--- src/rtl/seg7_time_monitor.sv ---
// -----------------------------------------------------------------------------
// seg7_time_monitor
//
// Receive-side checker for the four 7-segment digit buses of a digital clock
// (minutes units/tens, hours units/tens). The segment lines are synchronised,
// deglitched by a stability filter and decoded back to BCD. Every accepted
// display change is range-checked and classified as a legal one-step advance
// (tick), a set/reset jump (jump), or an illegal frame (err).
//
// Ports
//   clk_inbuilt   system clock, rising edge
//   reset         asynchronous active-low reset
//   D_M2/D_M1     minutes units / tens segments {a..g}, bit6 = a, active-high
//   D_H2/D_H1     hours units / tens segments
//   bcd_m2..h1    decoded digits of the last accepted frame (4'hF = unknown)
//   time_idx      mixed-radix index of the last legal accepted time
//   valid         last accepted frame was legal
//   tick          1-cycle pulse, legal +1 advance (including max -> 0 wrap)
//   jump          1-cycle pulse, legal change that is not +1
//   err           1-cycle pulse, accepted frame illegal
//   err_code      1 = unknown segment pattern, 2 = digit above max, else 0
//   err_cnt       saturating count of err pulses
//   o_dbg_state   current tracking FSM state (0 = IDLE, 1 = TRACK)
// -----------------------------------------------------------------------------
module seg7_time_monitor #(
  parameter int STABLE_CYCLES = 4,
  parameter int MAX_M2        = 9,
  parameter int MAX_M1        = 5,
  parameter int MAX_H2        = 3,
  parameter int MAX_H1        = 2,
  parameter int IDX_W         = 10
) (
  input  logic             clk_inbuilt,
  input  logic             reset,
  input  logic [6:0]       D_M2,
  input  logic [6:0]       D_M1,
  input  logic [6:0]       D_H2,
  input  logic [6:0]       D_H1,
  output logic [3:0]       bcd_m2,
  output logic [3:0]       bcd_m1,
  output logic [3:0]       bcd_h2,
  output logic [3:0]       bcd_h1,
  output logic [IDX_W-1:0] time_idx,
  output logic             valid,
  output logic             tick,
  output logic             jump,
  output logic             err,
  output logic [1:0]       err_code,
  output logic [7:0]       err_cnt,
  output logic             o_dbg_state
);

  typedef enum logic {
    ST_IDLE  = 1'b0,
    ST_TRACK = 1'b1
  } state_t;

  localparam logic [7:0]       STAB_N   = 8'(STABLE_CYCLES);
  localparam logic [7:0]       STAB_NM1 = 8'(STABLE_CYCLES - 1);
  localparam logic [3:0]       LIM_M2   = 4'(MAX_M2);
  localparam logic [3:0]       LIM_M1   = 4'(MAX_M1);
  localparam logic [3:0]       LIM_H2   = 4'(MAX_H2);
  localparam logic [3:0]       LIM_H1   = 4'(MAX_H1);
  localparam logic [IDX_W-1:0] RAD_M2   = IDX_W'(MAX_M2 + 1);
  localparam logic [IDX_W-1:0] RAD_M1   = IDX_W'(MAX_M1 + 1);
  localparam logic [IDX_W-1:0] RAD_H2   = IDX_W'(MAX_H2 + 1);
  localparam logic [IDX_W-1:0] IDX_ONE  = IDX_W'(1);
  localparam logic [IDX_W-1:0] IDX_MAX  =
    IDX_W'((MAX_H1 + 1) * (MAX_H2 + 1) * (MAX_M1 + 1) * (MAX_M2 + 1) - 1);

  // Returns {unknown, bcd}; unknown patterns decode to 4'hF.
  function automatic logic [4:0] seg_decode(input logic [6:0] seg);
    logic [4:0] res;
    case (seg)
      7'b1111110: res = {1'b0, 4'd0};
      7'b0110000: res = {1'b0, 4'd1};
      7'b1101101: res = {1'b0, 4'd2};
      7'b1111001: res = {1'b0, 4'd3};
      7'b0110011: res = {1'b0, 4'd4};
      7'b1011011: res = {1'b0, 4'd5};
      7'b1011111: res = {1'b0, 4'd6};
      7'b1110000: res = {1'b0, 4'd7};
      7'b1111111: res = {1'b0, 4'd8};
      7'b1111011: res = {1'b0, 4'd9};
      default:    res = {1'b1, 4'hF};
    endcase
    return res;
  endfunction

  // ---------------------------------------------------------------------------
  // Synchroniser and stability filter
  // r_s3 holds the previous s2 sample so a change can be detected.
  // ---------------------------------------------------------------------------
  logic [27:0] r_s1;
  logic [27:0] r_s2;
  logic [27:0] r_s3;
  logic [7:0]  r_stab;
  logic [27:0] r_last;
  state_t      r_state;

  logic        w_same;
  logic        w_accept;

  assign w_same   = (r_s2 == r_s3);
  // Accept on the edge where the counter steps up to STABLE_CYCLES, so the
  // result registers land on that same edge.
  assign w_accept = w_same && (r_stab == STAB_NM1) && (r_s2 != r_last);

  always_ff @(posedge clk_inbuilt or negedge reset) begin
    if (!reset) begin
      r_s1   <= '0;
      r_s2   <= '0;
      r_s3   <= '0;
      r_stab <= '0;
    end else begin
      r_s1 <= {D_H1, D_H2, D_M1, D_M2};
      r_s2 <= r_s1;
      r_s3 <= r_s2;
      if (!w_same) begin
        r_stab <= '0;
      end else if (r_stab != STAB_N) begin
        r_stab <= r_stab + 8'd1;
      end
    end
  end

  // ---------------------------------------------------------------------------
  // Decode and range check of the candidate frame (r_s2)
  // ---------------------------------------------------------------------------
  logic [4:0]       w_dec_m2;
  logic [4:0]       w_dec_m1;
  logic [4:0]       w_dec_h2;
  logic [4:0]       w_dec_h1;
  logic             w_unknown;
  logic             w_over;
  logic             w_legal;
  logic [IDX_W-1:0] w_new_idx;
  logic             w_is_step;

  assign w_dec_m2 = seg_decode(r_s2[6:0]);
  assign w_dec_m1 = seg_decode(r_s2[13:7]);
  assign w_dec_h2 = seg_decode(r_s2[20:14]);
  assign w_dec_h1 = seg_decode(r_s2[27:21]);

  assign w_unknown = w_dec_m2[4] | w_dec_m1[4] | w_dec_h2[4] | w_dec_h1[4];
  assign w_over    = (w_dec_m2[3:0] > LIM_M2) | (w_dec_m1[3:0] > LIM_M1) |
                     (w_dec_h2[3:0] > LIM_H2) | (w_dec_h1[3:0] > LIM_H1);
  assign w_legal   = !w_unknown && !w_over;

  assign w_new_idx = ((IDX_W'(w_dec_h1[3:0]) * RAD_H2 + IDX_W'(w_dec_h2[3:0])) * RAD_M1
                      + IDX_W'(w_dec_m1[3:0])) * RAD_M2 + IDX_W'(w_dec_m2[3:0]);

  // +1 advance, including the wrap from the last time of day back to zero.
  assign w_is_step = (w_new_idx == time_idx + IDX_ONE) ||
                     ((time_idx == IDX_MAX) && (w_new_idx == '0));

  // ---------------------------------------------------------------------------
  // Tracking FSM with registered outputs
  // ---------------------------------------------------------------------------
  always_ff @(posedge clk_inbuilt or negedge reset) begin
    if (!reset) begin
      r_state  <= ST_IDLE;
      r_last   <= '0;
      bcd_m2   <= '0;
      bcd_m1   <= '0;
      bcd_h2   <= '0;
      bcd_h1   <= '0;
      time_idx <= '0;
      valid    <= 1'b0;
      tick     <= 1'b0;
      jump     <= 1'b0;
      err      <= 1'b0;
      err_code <= '0;
      err_cnt  <= '0;
    end else begin
      tick <= 1'b0;
      jump <= 1'b0;
      err  <= 1'b0;
      if (w_accept) begin
        r_last <= r_s2;
        bcd_m2 <= w_dec_m2[3:0];
        bcd_m1 <= w_dec_m1[3:0];
        bcd_h2 <= w_dec_h2[3:0];
        bcd_h1 <= w_dec_h1[3:0];
        if (w_legal) begin
          valid    <= 1'b1;
          err_code <= 2'd0;
          time_idx <= w_new_idx;
          case (r_state)
            ST_IDLE: begin
              // First legal frame only arms the tracker.
              r_state <= ST_TRACK;
            end
            ST_TRACK: begin
              if (w_is_step) begin
                tick <= 1'b1;
              end else begin
                jump <= 1'b1;
              end
            end
            default: r_state <= ST_IDLE;
          endcase
        end else begin
          // time_idx keeps the last legal time; tracker must re-arm.
          valid    <= 1'b0;
          err      <= 1'b1;
          err_code <= w_unknown ? 2'd1 : 2'd2;
          if (err_cnt != 8'hFF) begin
            err_cnt <= err_cnt + 8'd1;
          end
          r_state <= ST_IDLE;
        end
      end
    end
  end

  assign o_dbg_state = r_state;

endmodule

--- config.mk ---
export PLATFORM = sky130hd
export DESIGN_NAME = seg7_time_monitor
export DESIGN_NICKNAME = d
export VERILOG_FILES = /design/src/rtl/seg7_time_monitor.sv
export SDC_FILE = /design/constraint.sdc
export NUM_CORES = 1
export LEC_CHECK = 0
export CAP_MARGIN = 20
export CORE_UTILIZATION = 35
export CTS_CLUSTER_DIAMETER = 30
export DETAILED_ROUTE_END_ITERATION = 10
export SKIP_CTS_REPAIR_TIMING = 1
export SYNTH_ARGS = -nofsm -noshare
export SYNTH_HDL_FRONTEND = slang
export SYNTH_SLANG_ARGS = --single-unit
--- constraint.sdc ---
create_clock -name clk_inbuilt -period 7.7 [get_ports clk_inbuilt]
set_input_delay 1.155 -clock clk_inbuilt [delete_from_list [all_inputs] [get_ports clk_inbuilt]]
set_output_delay 1.155 -clock clk_inbuilt [all_outputs]
set_load 0.03 [all_outputs]
### Word-level counts from Yosys, hierarchy flattened

Cells that the tools add are included.
Widths: inputs -> output; s select.

* register bits: 160
* bits of input ports: 30
* output and inout port bits: 41
* word-level logic and storage cells: 112

* $add $sub $neg: 6
* $mul: 2
* magnitude comparators: 4
* equal/unequal tests: 48
* muxes and demuxes: 19
* bitwise logic cells: 7
* reduce and logical (&&, ||, !) cells: 10

Operator list (number)
* $eq 7x7->1 const B: 32
* $pmux 5 s10: 4
* $eq 7x6->1 const B: 8
* $eq 28x28->1: 1
* $ne 28x28->1: 1
* $add 10x4->10: 2
* $add 8x1->8 const B: 2
* $mux 8: 2
* $mux 1: 11
* $add 10x1->10 const B: 1
* $eq 10x10->1: 1
* $eq 10x10->1 const B: 1
* $logic_not 10->1: 1
* $mul 10x3->9 const B: 1
* $mul 7x2->9 const B: 1
* $eq 8x2->1 const B: 1
* $gt 4x2->1 const B: 2
* $ne 8x3->1 const B: 1
* $ne 8x8->1 const B: 1
* $add 6x4->7: 1
* $or 1x1->1: 6
* $gt 4x3->1 const B: 1
* $gt 4x4->1 const B: 1
* $logic_and 1x1->1: 4
* other kinds (7): 9

### Depth between registers and ports, before layout

* depth in word-level cells: 14
* mapped depth: 26
* depth with buffers taken out: 25

### Worst setup path after synthesis

Ideal clock, no wire load.

* path type: reg-to-reg
* from: register r_s2[15]
* to: register jump
* library setup time: 0.066 ns
* data arrival time: 5.618 ns
* data required time: 7.634 ns
* path slack: 2.016 ns
* stages on the path, launching flop included: 23
* buffers on the path: 1
* clock period less this slack: 5.684 ns
* cells stage by stage: dfrtp_1 buf_6 or4b_4 o22ai_2 a41oi_2 nor3b_4 nor2_1 fa_1 inv_1 ha_1 a21oi_1 and2_1 xnor2_1 o311ai_0 xnor2_1 ha_1 ha_1 xnor2_1 nor4bb_1 xnor3_1 xor2_1 mux2i_1 and2_1

* longest elaborated chain between the ends: 14
* elaborated cells between the ends (all ways): 36
* those cells by class: add/sub: 3; mul: 2; order compare: 1; eq/ne: 13; mux: 5; bitwise: 4; reduce/logical: 8

Ends and longest elaborated chain
* start, declared: RTL line 95 `logic [27:0] r_s2;`
* start signal, assigned: RTL line 117 `r_s2 <= r_s1;`
* $eq 7x7->1 / $eq 7x6->1 (equally long branches): RTL line 74 `case (seg)`
* $pmux 5 s10 *: RTL line 74
* via w_dec_h2[1]: RTL line 132 `logic [4:0] w_dec_h2;`
* $add 6x4->7: RTL line 150 `assign w_new_idx = ((IDX_W'(w_dec_h1[3:0]) * RAD_H2 + IDX_W'(w_dec_h2[3:0])) * RAD_M1`
* $mul 7x2->9: RTL line 150
* $add 10x4->10: RTL line 151 `+ IDX_W'(w_dec_m1[3:0])) * RAD_M2 + IDX_W'(w_dec_m2[3:0]);`
* $mul 10x3->9: RTL line 151
* $add 10x4->10: RTL line 151
* $logic_not 10->1: RTL line 155 `((time_idx == IDX_MAX) && (w_new_idx == '0));`
* $logic_and 1x1->1: RTL line 155
* $logic_or 1x1->1: RTL line 154 `assign w_is_step = (w_new_idx == time_idx + IDX_ONE) ||`
* $mux 1: RTL line 195 `if (w_is_step) begin`
* $mux 1: RTL line 189 `case (r_state)`
* $mux 1 *: RTL line 185 `if (w_legal) begin`
* $mux 1 *: RTL line 179 `if (w_accept) begin`
* end signal, assigned: RTL line 171 `jump <= 1'b0;`
* end signal, assigned: RTL line 177 `jump <= 1'b0;`
* end signal, assigned: RTL line 198 `jump <= 1'b1;`
* end, declared: RTL line 46 `output logic jump,`

The timed path passes the listed nets; every way through them passes the cells marked *.
A chain may end at the register's enable or synchronous reset.

### Worst setup path in the final report

Same ends and word-level chain as after synthesis.

==> results by group <==
STA
  • Accumulated negative setup slack: 0 ps
  • Shortest period the worst path allows: 6340 ps
  • Max Fclk: 158 MHz
  • Number of hold violations in the final report: 0
  • Final hold slack: 348 ps
  • Final critical-path share of the clock period: 82.4%
  • Worst clock skew: 14.6 ps
  • Final setup violation count: 0
  • Final number of max-transition violations: 0
  • Measured slew at the worst slew-check pin: 751 ps
  • Unrepaired setup endpoints after global routing: false
  • Max-Slew Margin vs Limit: 49.6%

Synthesis
  • Area of the mapped netlist: 0.00823 mm²
  • Total number of yosys warnings: 0
  • Number of different library cells in the post-synthesis netlist: 83
  • Multiplexer area fraction after synthesis: 7.36%
  • Post-Synth Adder-Cell Area: 5.62%
  • Compound-cell area share of the yosys netlist: 6.87%
  • List of most frequent post-synthesis cells: 160 x dfrtp_1, 62 x xnor2_1, 39 x xor2_1, 38 x mux2_2, 36 x nand2_1
  • FFs w/ async S/R, synth: 100%
  • Most common cell in the netlist: dfrtp_1
  • Post-synthesis share of cell area spent on xor and xnor gates: 12.1%
  • Largest area contributor in the synthesized netlist: dfrtp_1
  • Most area-consuming cells after synthesis: dfrtp_1 49%, xnor2_1 6.6%, mux2_2 5.2%
  • Sequential element share of the synthesized area: 48.6%
  • Prevailing post-synth register cell: dfrtp_1
  • Cell count after synthesis: 699
  • Post-synthesis register bit count: 160
  • Mapped Avg Cell Area: 11.8 µm²
  • Share of synthesized cell area in and, or, nand and nor gates: 15.4%
  • Number of synthesized flops with an enable pin: 0
  • Portion of synthesized cell area occupied by the leading cell type: 48.6%
  • Combinational family with the most area after synthesis: simple AND/OR/NAND/NOR gates
  • Total nets after synthesis: 763

Final layout
  • Filler instances: 2211
  • Antenna Cells: 0
  • Layout cells sized above 1: 14.5%
  • Synth-to-layout area growth: 17.9%
  • Multi-input combinational cell area: 0.00391 mm²
  • Register area: 0.00400 mm²
  • Post-layout nets: 817

Critical path
  • Endpoint type of the worst setup path: flop
  • Delay of the slowest cell on the worst path: 590 ps
  • Required time reported for the critical path endpoint: 8060 ps
  • List of cells traversed by the critical path: or4b_4, o22ai_2, a41oi_2, nor3b_4, nor2_1, fa_1, xnor2_1, ha_1, a21oi_1, and2_1, xnor2_1, o311ai_0, xnor2_1, ha_1, ha_1, xnor2_1, nor4bb_1, xnor3_1, xor2_1, mux2i_1, and2_1
  • Category of the most critical setup path: reg -> reg
  • Top cell by count, worst path: xnor2_1
  • Critical-path cell with the highest stage delay: dfrtp_1
  • Family of cells with the greatest summed delay on the critical path: simple AND/OR/NAND/NOR gates
  • Worst Path Max Fanout: 10
  • Worst setup SP type: flop
  • CP Data Arrival Time: 6710 ps
  • Number of buffer and inverter stages on the critical path: 0

Global routing
  • Number of antenna violations at the first check in global routing: 0
  • Largest net degree at the start of global routing: 84
  • Vias in the first global route: 5278
  • Global-route wire length before repair: 28.0 mm
  • All-Layer GR Usage: 15.1%
  • Overflow after GRT: 0

Place
  • Detailed-placement wirelength estimate: 11.9 mm
  • Placer's final routability congestion estimate: 0.786
  • Buffers on Ports: 70

Run status
  • Run status: completed

Min path
  • Class of the tightest hold or removal check: reg -> reg

Floorplanning
  • Ports: 71
  • Starting density of the core: 36.0%
  • Die ar.: 0.0241 mm²
  • Die span in y: 155 µm
  • DIE WIDTH: 155 µm
  • Std-Cell Core Area: 0.0228 mm²
  • Number of placement rows: 55

CTS
  • TritonCTS Sinks: 160
  • CTS clk-pin slew, worst paths: 60 ps
  • CTS tree: built
  • H-tree level count: 4
  • Worst-skew pair later-pin latency: 440 ps
  • Inserted Clock Buffers: 17
  • Maximum number of buffers from clock root to sink: 2
  • CTS Root Buffer Type: clkbuf_16

Detailed routing
  • Post-detailed-route count of antenna-violating nets: 0
  • Vias per std cell: 4.92
  • First-pass detailed-route iteration total: 4
  • Drt wl/cell: 15.6 µm
  • Total vias in the final route: 5311
  • Drt drc: 0
  • Number of design-rule violations left by the first detailed-router iteration: 182
  • Wirelength, routed: 16.8 mm

Power
  • Static leakage power: 0.00423 µW
  • Max rail drop VDD: 0.137 mV
  • Power density over cell area: 242 mW/mm²

Job
  • Max-capacitance violation count: 0
==> registers in the layout, summed over array words and instances (netlist names), 2 cells and up <==
| register | count |
|---|---|
| r_s2 | 28 |
| bcd_m1 | 4 |
| r_last | 28 |
| r_s3 | 28 |
| time_idx | 10 |
| r_s1 | 28 |
| err_code | 2 |
| bcd_h2 | 4 |
| bcd_h1 | 4 |
| r_stab | 8 |
| err_cnt | 8 |
| bcd_m2 | 4 |
==> cells by family after synthesis <==
family,after synthesis
mux,52
flops,160
buf+inv,58
fa+ha+maj,34
compound gates,81
xor+xnor,106
simple gates,208
==> path summary, 6_finish.rpt <==
check / start / endpoint / slack (ps) / cells past startpoint
setup reg to reg: r_s2[15] / jump / 1360 / 21
hold reg to reg: r_s1[1] / r_s2[1] / 350 / 0
max in group asynchronous: reset / r_last[10] / 5840 / 3
min in group asynchronous: reset / err_code[1] / 770 / 1
setup / recovery: r_s2[15] / jump / 1360 / 21
hold / removal: r_s1[1] / r_s2[1] / 350 / 0
==> routing by layer <==
layer | vias up | GRT usage [%] | routed length (µm)
li1 | 2567 | - | -
met1 | 2618 | 19.9 | 7930
met2 | 101 | 24.0 | 7870
met3 | 25 | 3.45 | 604
met4 | 0 | 5.74 | 381
met5 | - | 0 | 0
==> cell type report <==
cell class / count / share of cell area (%)
Sequential cell: 160 / 41.2
Multi-Input combinational cell: 481 / 40.2
Timing Repair Buffer: 73 / 7.67
Clock buffer: 17 / 4.38
Tap cell: 313 / 4.03
Clock inverter: 15 / 1.66
Inverter: 20 / 0.773
==> power by group <==
| part | internal, µW | switching, µW |
|---|---|---|
| clock network | 461 | 379 |
| registers | 862 | 32.3 |
| logic | 312 | 305 |
==> worst register-to-register path, cell delays in order, from the launching register on <==
cell and delay (ps):
dfrtp_1 590, or4b_4 240, o22ai_2 90, a41oi_2 360, nor3b_4 340, nor2_1 140, fa_1 470, xnor2_1 240
ha_1 340, a21oi_1 360, and2_1 220, xnor2_1 80, o311ai_0 380, xnor2_1 170, ha_1 250, ha_1 330
xnor2_1 230, nor4bb_1 390, xnor3_1 390, xor2_1 240, mux2i_1 270, and2_1 160
==> cell usage in the layout, fill, tap and decap left out, drive strengths merged, types with 6 or more instances in the layout <==
cell type / n
dfrtp: 160
clkdlybuf4s50: 69
xnor2: 62
mux2: 47
xor2: 39
nand2: 37
nor2: 33
inv: 30
ha: 29
o21ai: 23
nand3: 21
nand4: 20
a21oi: 19
clkbuf: 17
nor4: 15
a21o: 10
nor3: 8
and3: 8
nor2b: 7
and2: 7
nor4b: 7
nor3b: 6
==> per-stage QoR <==
stage | utilization, % | cell area (µm²) | instances | setup slack, ps | power (µW)
after CTS | 42.4 | 9680 | 1078 | 1340 | 2380
after global routing | 42.5 | 9710 | 1079 | 791 | 2490
final | 42.5 | 9710 | 1079 | 1360 | 2350
after global placement | 39.8 | 9090 | 1046 | 1500 | 1520
after floorplan | - | 8230 | 699 | 2020 | 1410
after detailed placement | 39.8 | 9090 | 1046 | 1380 | 1520
No activity file was read; power rests on OpenSTA's default activity.
